<file path="src/rtl/mem_bus_arbiter.sv">
// Two-requester arbiter sharing one memory bus port between instruction fetch and the
// memory stage; one transaction in flight, data-first with a bounded fetch starvation guard.
module mem_bus_arbiter #(
  parameter int unsigned MAX_DATA_BURST = 4
) (
  input  logic        clk,
  input  logic        reset,
  input  logic        fetch_req,
  input  logic [31:0] fetch_addr,
  output logic        fetch_ready,
  output logic        fetch_rvalid,
  output logic [31:0] fetch_rdata,
  output logic        fetch_error,
  input  logic        data_req,
  input  logic        data_we,
  input  logic [31:0] data_addr,
  input  logic [31:0] data_wdata,
  input  logic [3:0]  data_strb,
  output logic        data_ready,
  output logic        data_rvalid,
  output logic [31:0] data_rdata,
  output logic        data_error,
  output logic        mem_req,
  output logic        mem_we,
  output logic [31:0] mem_addr,
  output logic [31:0] mem_wdata,
  output logic [3:0]  mem_strb,
  input  logic        mem_ready,
  input  logic        mem_rvalid,
  input  logic [31:0] mem_rdata,
  input  logic        mem_error,
  output logic        busy
);

  typedef enum logic [1:0] {
    IDLE = 2'd0,
    REQ  = 2'd1,
    RESP = 2'd2
  } state_t;

  localparam logic [3:0] BURST_LIMIT = 4'(MAX_DATA_BURST);

  state_t     state_reg;
  logic       grant_reg;
  logic [3:0] streak_reg;
  logic       force_fetch;
  logic       data_wins;

  // Fetch is forced only when it has been waiting through a full data burst.
  assign force_fetch = fetch_req && (streak_reg == BURST_LIMIT);
  assign data_wins   = data_req && !force_fetch;

  always_ff @(posedge clk or posedge reset) begin
    if (reset) begin
      state_reg  <= IDLE;
      grant_reg  <= 1'b0;
      streak_reg <= 4'd0;
      mem_req    <= 1'b0;
      mem_we     <= 1'b0;
      mem_addr   <= 32'd0;
      mem_wdata  <= 32'd0;
      mem_strb   <= 4'd0;
    end else begin
      case (state_reg)
        IDLE: begin
          if (fetch_req || data_req) begin
            mem_req   <= 1'b1;
            state_reg <= REQ;
            if (data_wins) begin
              grant_reg <= 1'b1;
              mem_we    <= data_we;
              mem_addr  <= data_addr;
              mem_wdata <= data_wdata;
              mem_strb  <= data_strb;
              if (!fetch_req) begin
                streak_reg <= 4'd0;
              end else if (streak_reg != BURST_LIMIT) begin
                streak_reg <= streak_reg + 4'd1;
              end
            end else begin
              grant_reg  <= 1'b0;
              mem_we     <= 1'b0;
              mem_addr   <= fetch_addr;
              mem_wdata  <= 32'd0;
              mem_strb   <= 4'b1111;
              streak_reg <= 4'd0;
            end
          end
        end
        REQ: begin
          if (mem_ready) begin
            mem_req   <= 1'b0;
            state_reg <= RESP;
          end
        end
        RESP: begin
          if (mem_rvalid) begin
            state_reg <= IDLE;
          end
        end
        default: begin
          state_reg <= IDLE;
          mem_req   <= 1'b0;
        end
      endcase
    end
  end

  assign fetch_ready  = (state_reg == REQ)  && mem_ready  && !grant_reg;
  assign data_ready   = (state_reg == REQ)  && mem_ready  &&  grant_reg;
  assign fetch_rvalid = (state_reg == RESP) && mem_rvalid && !grant_reg;
  assign data_rvalid  = (state_reg == RESP) && mem_rvalid &&  grant_reg;

  // Response payload is shared; only the rvalid strobe selects the consumer.
  assign fetch_rdata = mem_rdata;
  assign fetch_error = mem_error;
  assign data_rdata  = mem_rdata;
  assign data_error  = mem_error;

  assign busy = (state_reg != IDLE);

endmodule

</file>
<file path="config.mk">
export PLATFORM = sky130hd
export DESIGN_NAME = mem_bus_arbiter
export DESIGN_NICKNAME = d
export VERILOG_FILES = /design/src/rtl/mem_bus_arbiter.sv
export SDC_FILE = /design/constraint.sdc
export NUM_CORES = 1
export LEC_CHECK = 0
export CORE_MARGIN = 2
export CORE_UTILIZATION = 35
export CTS_CLUSTER_DIAMETER = 50
export DETAILED_ROUTE_END_ITERATION = 8
export PLACE_DENSITY_LB_ADDON = 0.1
export SLEW_MARGIN = 20
export SYNTH_ARGS = -nofsm -noshare
export SYNTH_HDL_FRONTEND = slang
export SYNTH_SLANG_ARGS = --single-unit
</file>
<file path="constraint.sdc">
create_clock -name clk -period 3.2 [get_ports clk]
set_input_delay 0.48 -clock clk [delete_from_list [all_inputs] [get_ports clk]]
set_output_delay 0.48 -clock clk [all_outputs]
set_load 0.01 [all_outputs]
</file>
# Word level (Yosys, flattened, before mapping)
# Index checks and enable logic that the tools add are counted.
# Widths: inputs -> output; s select.
classes:
  shift: 0
  bitwise: 1
  n_mul: 0
  n_mux: 15
  magnitude_cmp: 0
  add_sub_neg: 1
  eq_ne: 8
  div_mod_pow: 0
  n_reduce_logical: 17
ops:
  columns: ["op", "count"]
  rows:
  - ["$mux 32", 2]
  - ["$mux 4", 4]
  - ["$reduce_and 3->1", 3]
  - ["$logic_and 1x1->1", 8]
  - ["$mux 2", 3]
  - ["$ne 2x2->1 const B", 3]
  - ["$pmux 2 s3", 1]
  - ["$add 4x1->4 const B", 1]
  - ["$eq 4x3->1 const B", 1]
  - ["$mux 1", 4]
  - ["$ne 4x3->1 const B", 1]
  - ["$ne 3x2->1 const B", 1]
  - ["$pmux 1 s3", 1]
  - ["$eq 2x1->1 const B", 1]
  - ["$eq 2x2->1 const B", 1]
  - ["$logic_not 1->1", 2]
  - ["$logic_not 2->1", 1]
  - ["$reduce_and 2->1", 1]
  - ["$reduce_bool 2->1", 1]
  - ["$logic_or 1x1->1", 1]
  - ["$not 1->1", 1]
word_totals:
  regBits: 77
  ramBits: 0
  rom_bits: 0
  latch_bits: 0
  in_bits: 140
  mem_count: 0
  output_inout_bits: 141
  elab_cells: 50

# Depth between registers and ports, before layout
# Gate-level depths: netlist (run 1).
depth:
  depth_word: 6
  ltp_mapped: 7
  mapped_depth_nobuf: 5

# Worst setup path after synthesis (run 1)
# No wires, ideal clock.
synth_path:
  kind: "reg2reg"
  start: "register streak_reg[0]"
  end: "register mem_wdata[0]"
  slack_ns: 1.658
  synth_period_minus_slack_ns: 1.542
  n_path_buf: 2
  arrival_time_ns: 1.476
  setup_time_ns: 0.065
  stages_incl_launch_ff: 8
  cell_sequence: "dfrtp_1 inv_1 ha_1 and4b_1 buf_4 nor3_4 buf_6 a22o_1"
synth_between:
  elab_chain_len: 5
synth_rtl:
  columns: ["element", "line", "text"]
  rows:
  - ["start: declaration", "45", "logic [3:0] streak_reg;"]
  - ["start signal: assignment", "78", "streak_reg <= streak_reg + 4'd1;"]
  - ["$eq 4x3->1", "50", "assign force_fetch = fetch_req && (streak_reg == BURST_LIMIT);"]
  - ["$logic_and 1x1->1", "50", null]
  - ["$logic_not 1->1", "51", "assign data_wins = data_req && !force_fetch;"]
  - ["$logic_and 1x1->1", "51", null]
  - ["$mux 32", "69", "if (data_wins) begin"]
  - ["end signal: assignment", "73", "mem_wdata <= data_wdata;"]
  - ["end: declaration", "26", "output logic [31:0] mem_wdata,"]
# Every way passes these cells.
# A chain may end at the register's enable or synchronous reset.

# Worst setup path in the final report (run 1)
layout_path:
  start: "register state_reg[0]"
  end: "output port busy"
layout_between:
  elab_chain_len: 1
layout_rtl:
  columns: ["element", "line", "text"]
  rows:
  - ["start: declaration", "43", "state_t state_reg;"]
  - ["start signal: assignment", "55", "state_reg <= IDLE;"]
  - ["start signal: assignment", "68", "state_reg <= REQ;"]
  - ["start signal: assignment", "93", "state_reg <= RESP;"]
  - ["$reduce_bool 2->1", "120", "assign busy = (state_reg != IDLE);"]
  - ["end: declaration", "32", "output logic busy"]
# Every way passes these cells.

==> impl_metrics.tcl, run 1 <==
set metrics [dict create \
    status "complete, no violations" \
    path_buf_inv 2 \
    layout-drive-gt1-share_pct 8.519 \
    max_stage_delay_ns 0.53 \
    fp.coreArea_mm2 0.01094 \
    port_buffers 181 \
    boundaryPins 281 \
    dr.pass1.iters 5 \
    rsz0062_at_grt "false" \
    crit_chain "nor2_4 > inv_1 > clkdlybuf4s50_1" \
    drv_slew 0 \
    netlist_instances 384 \
    drt-met1-wl_um 4944 \
    leakagePower_nw 2.283 \
    gp_congestion 0.7384 \
    tightest_slew_ns 0.7506 \
    ys.warnings.count 0 \
    fin_skew_ns 0.008090 \
    hold_violations 0 \
    ys.flop_type "dfrtp_1" \
    synth_common_cells "77 x dfrtp_1, 67 x buf_4, 35 x nand3_1, 33 x a21oi_1, 33 x a22o_1" \
    syn_avg_cell_area_um2 10.27 \
    yosysTopAreaCell "dfrtp_1" \
    avgViaCountPerCell 5.220 \
    wl_met2_um 4936 \
    worstSetupEndpointType "primary output" \
    syn_nets 526 \
    overflow 0 \
    criticalPathCategory "flip-flop to primary output" \
    setup_viol 0 \
    p_per_area_mw_per_mm2 911.6 \
    antenna_left 0 \
    hpwl_um 7954 \
    synthToLayoutAreaGrowth_pct 43.99 \
    hold_path.class "flip-flop to flip-flop" \
    start_util_pct 36.08 \
    synthTopCellsByArea "dfrtp_1 49%, buf_4 13%, a22o_1 7.3%, nand3_1 4.4%, a21oi_1 4.2%" \
    seqCellArea_mm2 0.001927 \
    synth_top_area_share_pct 48.84 \
    drc 0 \
    worst-path-max-fanout 12 \
    cts_tree "done" \
    cts_buffer_depth 2 \
    post_cts_buffers 0 \
    multi_input_area_mm2 0.001313 \
    critPathArrivalTime_ns 1.82 \
    insertion_delay_ns 0.33 \
    asyncSetResetFlopFracSynth_pct 100.0 \
    yosys.cell_count.top_type "dfrtp_1" \
    worst_path_dominant_cell_family "buffers and inverters" \
    die_w_um 110.2 \
    min_period_ns 2.299 \
    n_antenna_cell 0 \
    grt_pass1_vias 3324 \
    numClockSinks 77 \
    nets 630 \
    seq_area_frac_synth_pct 48.84 \
    wl_met3_um 1272 \
    htree_num_levels 3 \
    clkTransAtPathRegs_ns 0.06 \
    die-area_mm2 0.01214 \
    slew_headroom_pct 49.90 \
    n_fill_cell 1018 \
    syn_area_mm2 0.003945 \
    avgRoutedWirePerCell_um 17.85 \
    grt_usage_pct 18.35 \
    fmax_ghz 0.4349 \
    cts_resized 0 \
    slowest_stage "clkdlybuf4s50_1" \
    grt_pass1_wl_um 17210 \
    cts_made_buffers 9 \
    top_layer_used "met4" \
    grt_max_degree 42 \
    dr.first_iter.drc_count 156 \
    synth-edff-count 0 \
    antenna_found_initial 0 \
    fin_tns_setup_ns 0 \
    cts_root_buf "clkbuf_16" \
    worstSetupStartpointType "flip-flop" \
    top_regs "mem_addr x32, mem_wdata x32" \
    max_cap_violations 0 \
    instances_no_fill 633 \
    ys_types 30 \
    cp_data_required_time_ns 2.72 \
    ys_seq_elements 77 \
    dp_cells 617 \
    rows 38 \
    die_h_um 110.2 \
    fin_crit_sh_pct 71.85 \
    num_vias 3304 \
    cts_hold_buf 0 \
    peakVddDrop_uv 408.9 \
    drt_wl_total_um 11300 \
]
[per-stage QoR]
| stage | hold slack, ns | instance area, µm² | total power, mW | utilization, % | setup slack [ns] |
|---|---|---|---|---|---|
| finish | 0.5030 | 5680 | 5.178 | 51.95 | 0.9007 |
| global route | 0.5159 | 5680 | 5.543 | 51.95 | 0.7840 |
| CTS | 0.5075 | 5680 | 5.247 | 51.95 | 0.8678 |
| detailed placement | 0.4904 | 5341 | 4.070 | 48.84 | 0.7890 |
| global placement | 0.4866 | 5341 | 4.028 | 48.84 | 0.7963 |
| floorplan | 0.5103 | 3945 | 2.946 | - | 0.7533 |
[area by class of cell]
type                    count  share of cell area, %
clock buffers               9                  3.965
clock inverters             7                  2.004
inverters                   7                 0.4846
multi-input cells         202                  23.11
flip-flops and latches     77                  33.92
well taps                 140                  3.084
repair buffers            191                  33.44
[worst paths after layout]
kind / start / end / slack (ns) / depth (start not counted)
worst max register to register: state_reg[0]$_DFFE_PP0P_ / mem_wdata[10]$_DFFE_PP0P_ / 1.01 / 4
max in group asynchronous: reset / streak_reg[2]$_DFFE_PP0P_ / 1.95 / 3
worst min-delay path: mem_wdata[3]$_DFFE_PP0P_ / mem_wdata[3]$_DFFE_PP0P_ / 0.50 / 1
worst min register to register: mem_wdata[3]$_DFFE_PP0P_ / mem_wdata[3]$_DFFE_PP0P_ / 0.50 / 1
min in group asynchronous: reset / mem_wdata[1]$_DFFE_PP0P_ / 0.59 / 2
worst max-delay path: state_reg[0]$_DFFE_PP0P_ / busy / 0.90 / 3
[worst reg2reg max path: stages, from the launching register on]
cell and delay, ns:
dfrtp_1 0.49, nor2_4 0.32, buf_4 0.36, nand2_2 0.49, a22o_1 0.42
[layer usage]
metal  up-vias  global-route usage, %
met5         -                      0
met2       173                  27.52
met1      1581                  23.70
met3        11                  7.407
met4         0                  7.054
li1       1539                      -
[kinds of logic after synthesis]
family | Yosys count | share of synthesized area [%]
multiplexers | 1 | 0.2854
AND/OR/NAND/NOR | 56 | 7.707
AO/OA/AOI/OAI | 143 | 24.64
buffers and inverters | 105 | 17.89
flip-flops | 77 | 48.84
adder cells (fa/ha/maj) | 2 | 0.6342
[cells in the final DEF, fill, tap and decap left out, types with 2 or more instances in the layout]
| cell | instances |
|---|---|
| clkdlybuf4s50_1 | 181 |
| a21oi_1 | 33 |
| nor3_1 | 3 |
| dfrtp_1 | 77 |
| nand3_1 | 35 |
| nand2b_1 | 2 |
| nor2_1 | 4 |
| bufinv_16 | 3 |
| o22ai_1 | 2 |
| o21ai_1 | 5 |
| a31oi_2 | 10 |
| inv_1 | 6 |
| buf_4 | 9 |
| ha_1 | 2 |
| o22a_1 | 4 |
| a31oi_1 | 22 |
| nand2_1 | 5 |
| o21ai_0 | 31 |
| clkinv_2 | 4 |
| clkbuf_16 | 9 |
| a32o_1 | 2 |
| a22o_1 | 33 |
[report_power, final]
part	switching, mW	total (mW)	internal [mW]
clock	0.395	1.15	0.759
combinational	1.07	2.33	1.26
sequential	0.278	1.70	1.42
(Power assumes the default switching activity.)
==> run 2: changes to the inputs <==
--- a/config.mk
+++ b/config.mk
@@ -6,7 +6,7 @@
 export NUM_CORES = 1
 export LEC_CHECK = 0
 export CORE_MARGIN = 2
-export CORE_UTILIZATION = 35
+export CORE_UTILIZATION = 32
 export CTS_CLUSTER_DIAMETER = 50
 export DETAILED_ROUTE_END_ITERATION = 8
 export PLACE_DENSITY_LB_ADDON = 0.1
==> constraint.sdc (replaced) <==
create_clock -name clk -period 2.1 [get_ports clk]
set_input_delay 0.315 -clock clk [delete_from_list [all_inputs] [get_ports clk]]
set_output_delay 0.315 -clock clk [all_outputs]
set_load 0.01 [all_outputs]
==> run 2 against run 1 <==
Die area up 9.0%. Setup slack worse by 0.81 ns. Clock power up 27%. Highest routed layer unchanged. Total power up 49%. Sequential power up 51%. Clock skew down 0.0017 ns. Routed wire length down 1.4%. Core utilization down 4.4 points. Critical path depth up 1. Final cell count up 1.7%. Largest cell class is now buffers. Sequential share of layout area down 0.17 points.
==> impl_metrics.tcl, run 2 (synthesis results as in run 1) <==
set metrics [dict create \
    status "complete, no violations" \
    tightest_slew_ns 0.5043 \
    overflow 0 \
    fin_crit_sh_pct 95.65 \
    avgRoutedWirePerCell_um 17.30 \
    htree_num_levels 3 \
    drt_wl_total_um 11140 \
    antenna_left 0 \
    dr.pass1.iters 4 \
    port_buffers 181 \
    cts_hold_buf 0 \
    min_period_ns 2.009 \
    grt_max_degree 78 \
    num_vias 3271 \
    critPathArrivalTime_ns 1.69 \
    placed_area_mm2 0.005433 \
    boundaryPins 281 \
    avgViaCountPerCell 5.079 \
    insertion_delay_ns 0.34 \
    hold_path.class "primary input to asynchronous set/reset pin" \
    worstSetupStartpointType "flip-flop" \
    top_regs "mem_addr x32, mem_wdata x32" \
    peakVddDrop_uv 423.9 \
    grt_usage_pct 16.39 \
    max_cap_violations 0 \
    grt_pass1_wl_um 16820 \
    numClockSinks 77 \
    clkTransAtPathRegs_ns 0.06 \
    grt_use_met3_pct 7.222 \
    n_antenna_cell 0 \
    worst-path-max-fanout 5 \
    layout_common_cells "181 x clkdlybuf4s50_1, 76 x dfrtp_1, 35 x nand3_1, 33 x a21oi_1, 33 x a22o_1" \
    hold_violations 0 \
    hpwl_um 7634 \
    fmax_ghz 0.4979 \
    setup_viol 0 \
    cts_resized 0 \
    final_common_cell "clkdlybuf4s50_1" \
    pre_cts_slack_ns 0.1541 \
    slew_headroom_pct 66.38 \
    cts_root_buf "clkbuf_16" \
    die_h_um 115.0 \
    drc 0 \
    rrSetupSlack_ns 0.38 \
    p_per_area_mw_per_mm2 1348 \
    top_usage_layer "met2" \
    use_met1_pct 20.30 \
    antenna_found_initial 0 \
    drv_slew 0 \
    grt_pass1_vias 3290 \
    rsz0062_at_grt "false" \
    fp.coreArea_mm2 0.01201 \
    synthToLayoutAreaGrowth_pct 44.81 \
    holdWs_ns 0.4121 \
    n_fill_cell 1125 \
    start_util_pct 32.84 \
    met2_usage_pct 24.43 \
    cp_data_required_time_ns 1.78 \
    fin_tns_setup_ns 0 \
    criticalPathCategory "flip-flop to primary output" \
    cts_buffer_depth 2 \
    rows 40 \
    fin_skew_ns 0.006357 \
    cts_tree "done" \
    die_w_um 115.0 \
    cts_made_buffers 9 \
    worstSetupEndpointType "primary output" \
    leakagePower_nw 2.284 \
    gp_congestion 0.7575 \
    nets 634 \
    post_cts_buffers 0 \
    dr.first_iter.drc_count 196 \
    layout-drive-gt1-share_pct 9.256 \
    setup_ws_ns 0.09142 \
    die-area_mm2 0.01323 \
    finish.instance_area_mm2 0.005713 \
]
[run 2: power breakdown]
part / switching (mW) / internal, mW
Combinational: 1.65 / 2.02
Sequential: 0.413 / 2.16
Clock: 0.603 / 0.859
Total: 2.66 / 5.04
[run 2: stage by stage]
step                power, mW  instances  utilization [%]
floorplan               4.490        384                -
global placement        6.262        628            45.23
detailed placement      6.303        628            45.23
CTS                     7.797        644            47.55
global route            8.194        644            47.56
finish                  7.703        644            47.56
[run 2: layout make-up]
type                            count  area [µm²]  area share, %
Clock buffer                       12       256.5          4.490
Clock inverter                      4       22.52         0.3942
Timing Repair Buffer              195        1979          34.65
Tap cell                          147       183.9          3.219
Inverter                            7       30.03         0.5256
Sequential cell                    77        1928          33.75
Multi-Input combinational cell    202        1313          22.97
[run 2: worst max-delay path, cell delays in order (launching register included)]
cell and delay [ns]:
dfrtp_2 0.44, inv_1 0.12, nand3_1 0.13, nor2_1 0.12
clkdlybuf4s50_1 0.55
[run 2: worst paths after layout]
check	start	endpoint	cells past startpoint
max	state_reg[1]$_DFFE_PP0P_	fetch_ready	4
max reg2reg	state_reg[0]$_DFFE_PP0P_	mem_strb[0]$_DFFE_PP0P_	5
min reg2reg	mem_wdata[20]$_DFFE_PP0P_	mem_wdata[20]$_DFFE_PP0P_	1
min	reset	mem_wdata[23]$_DFFE_PP0P_	3
max in group asynchronous	reset	state_reg[1]$_DFFE_PP0P_	3
min in group clk	mem_wdata[20]$_DFFE_PP0P_	mem_wdata[20]$_DFFE_PP0P_	1
[run 2: per-layer routing]
layer  routed length (µm)  up-vias
met5                    0        -
met4                  248        0
met3                 1176       18
met2                 4816      164
met1                 4897     1545
li1                     -     1544
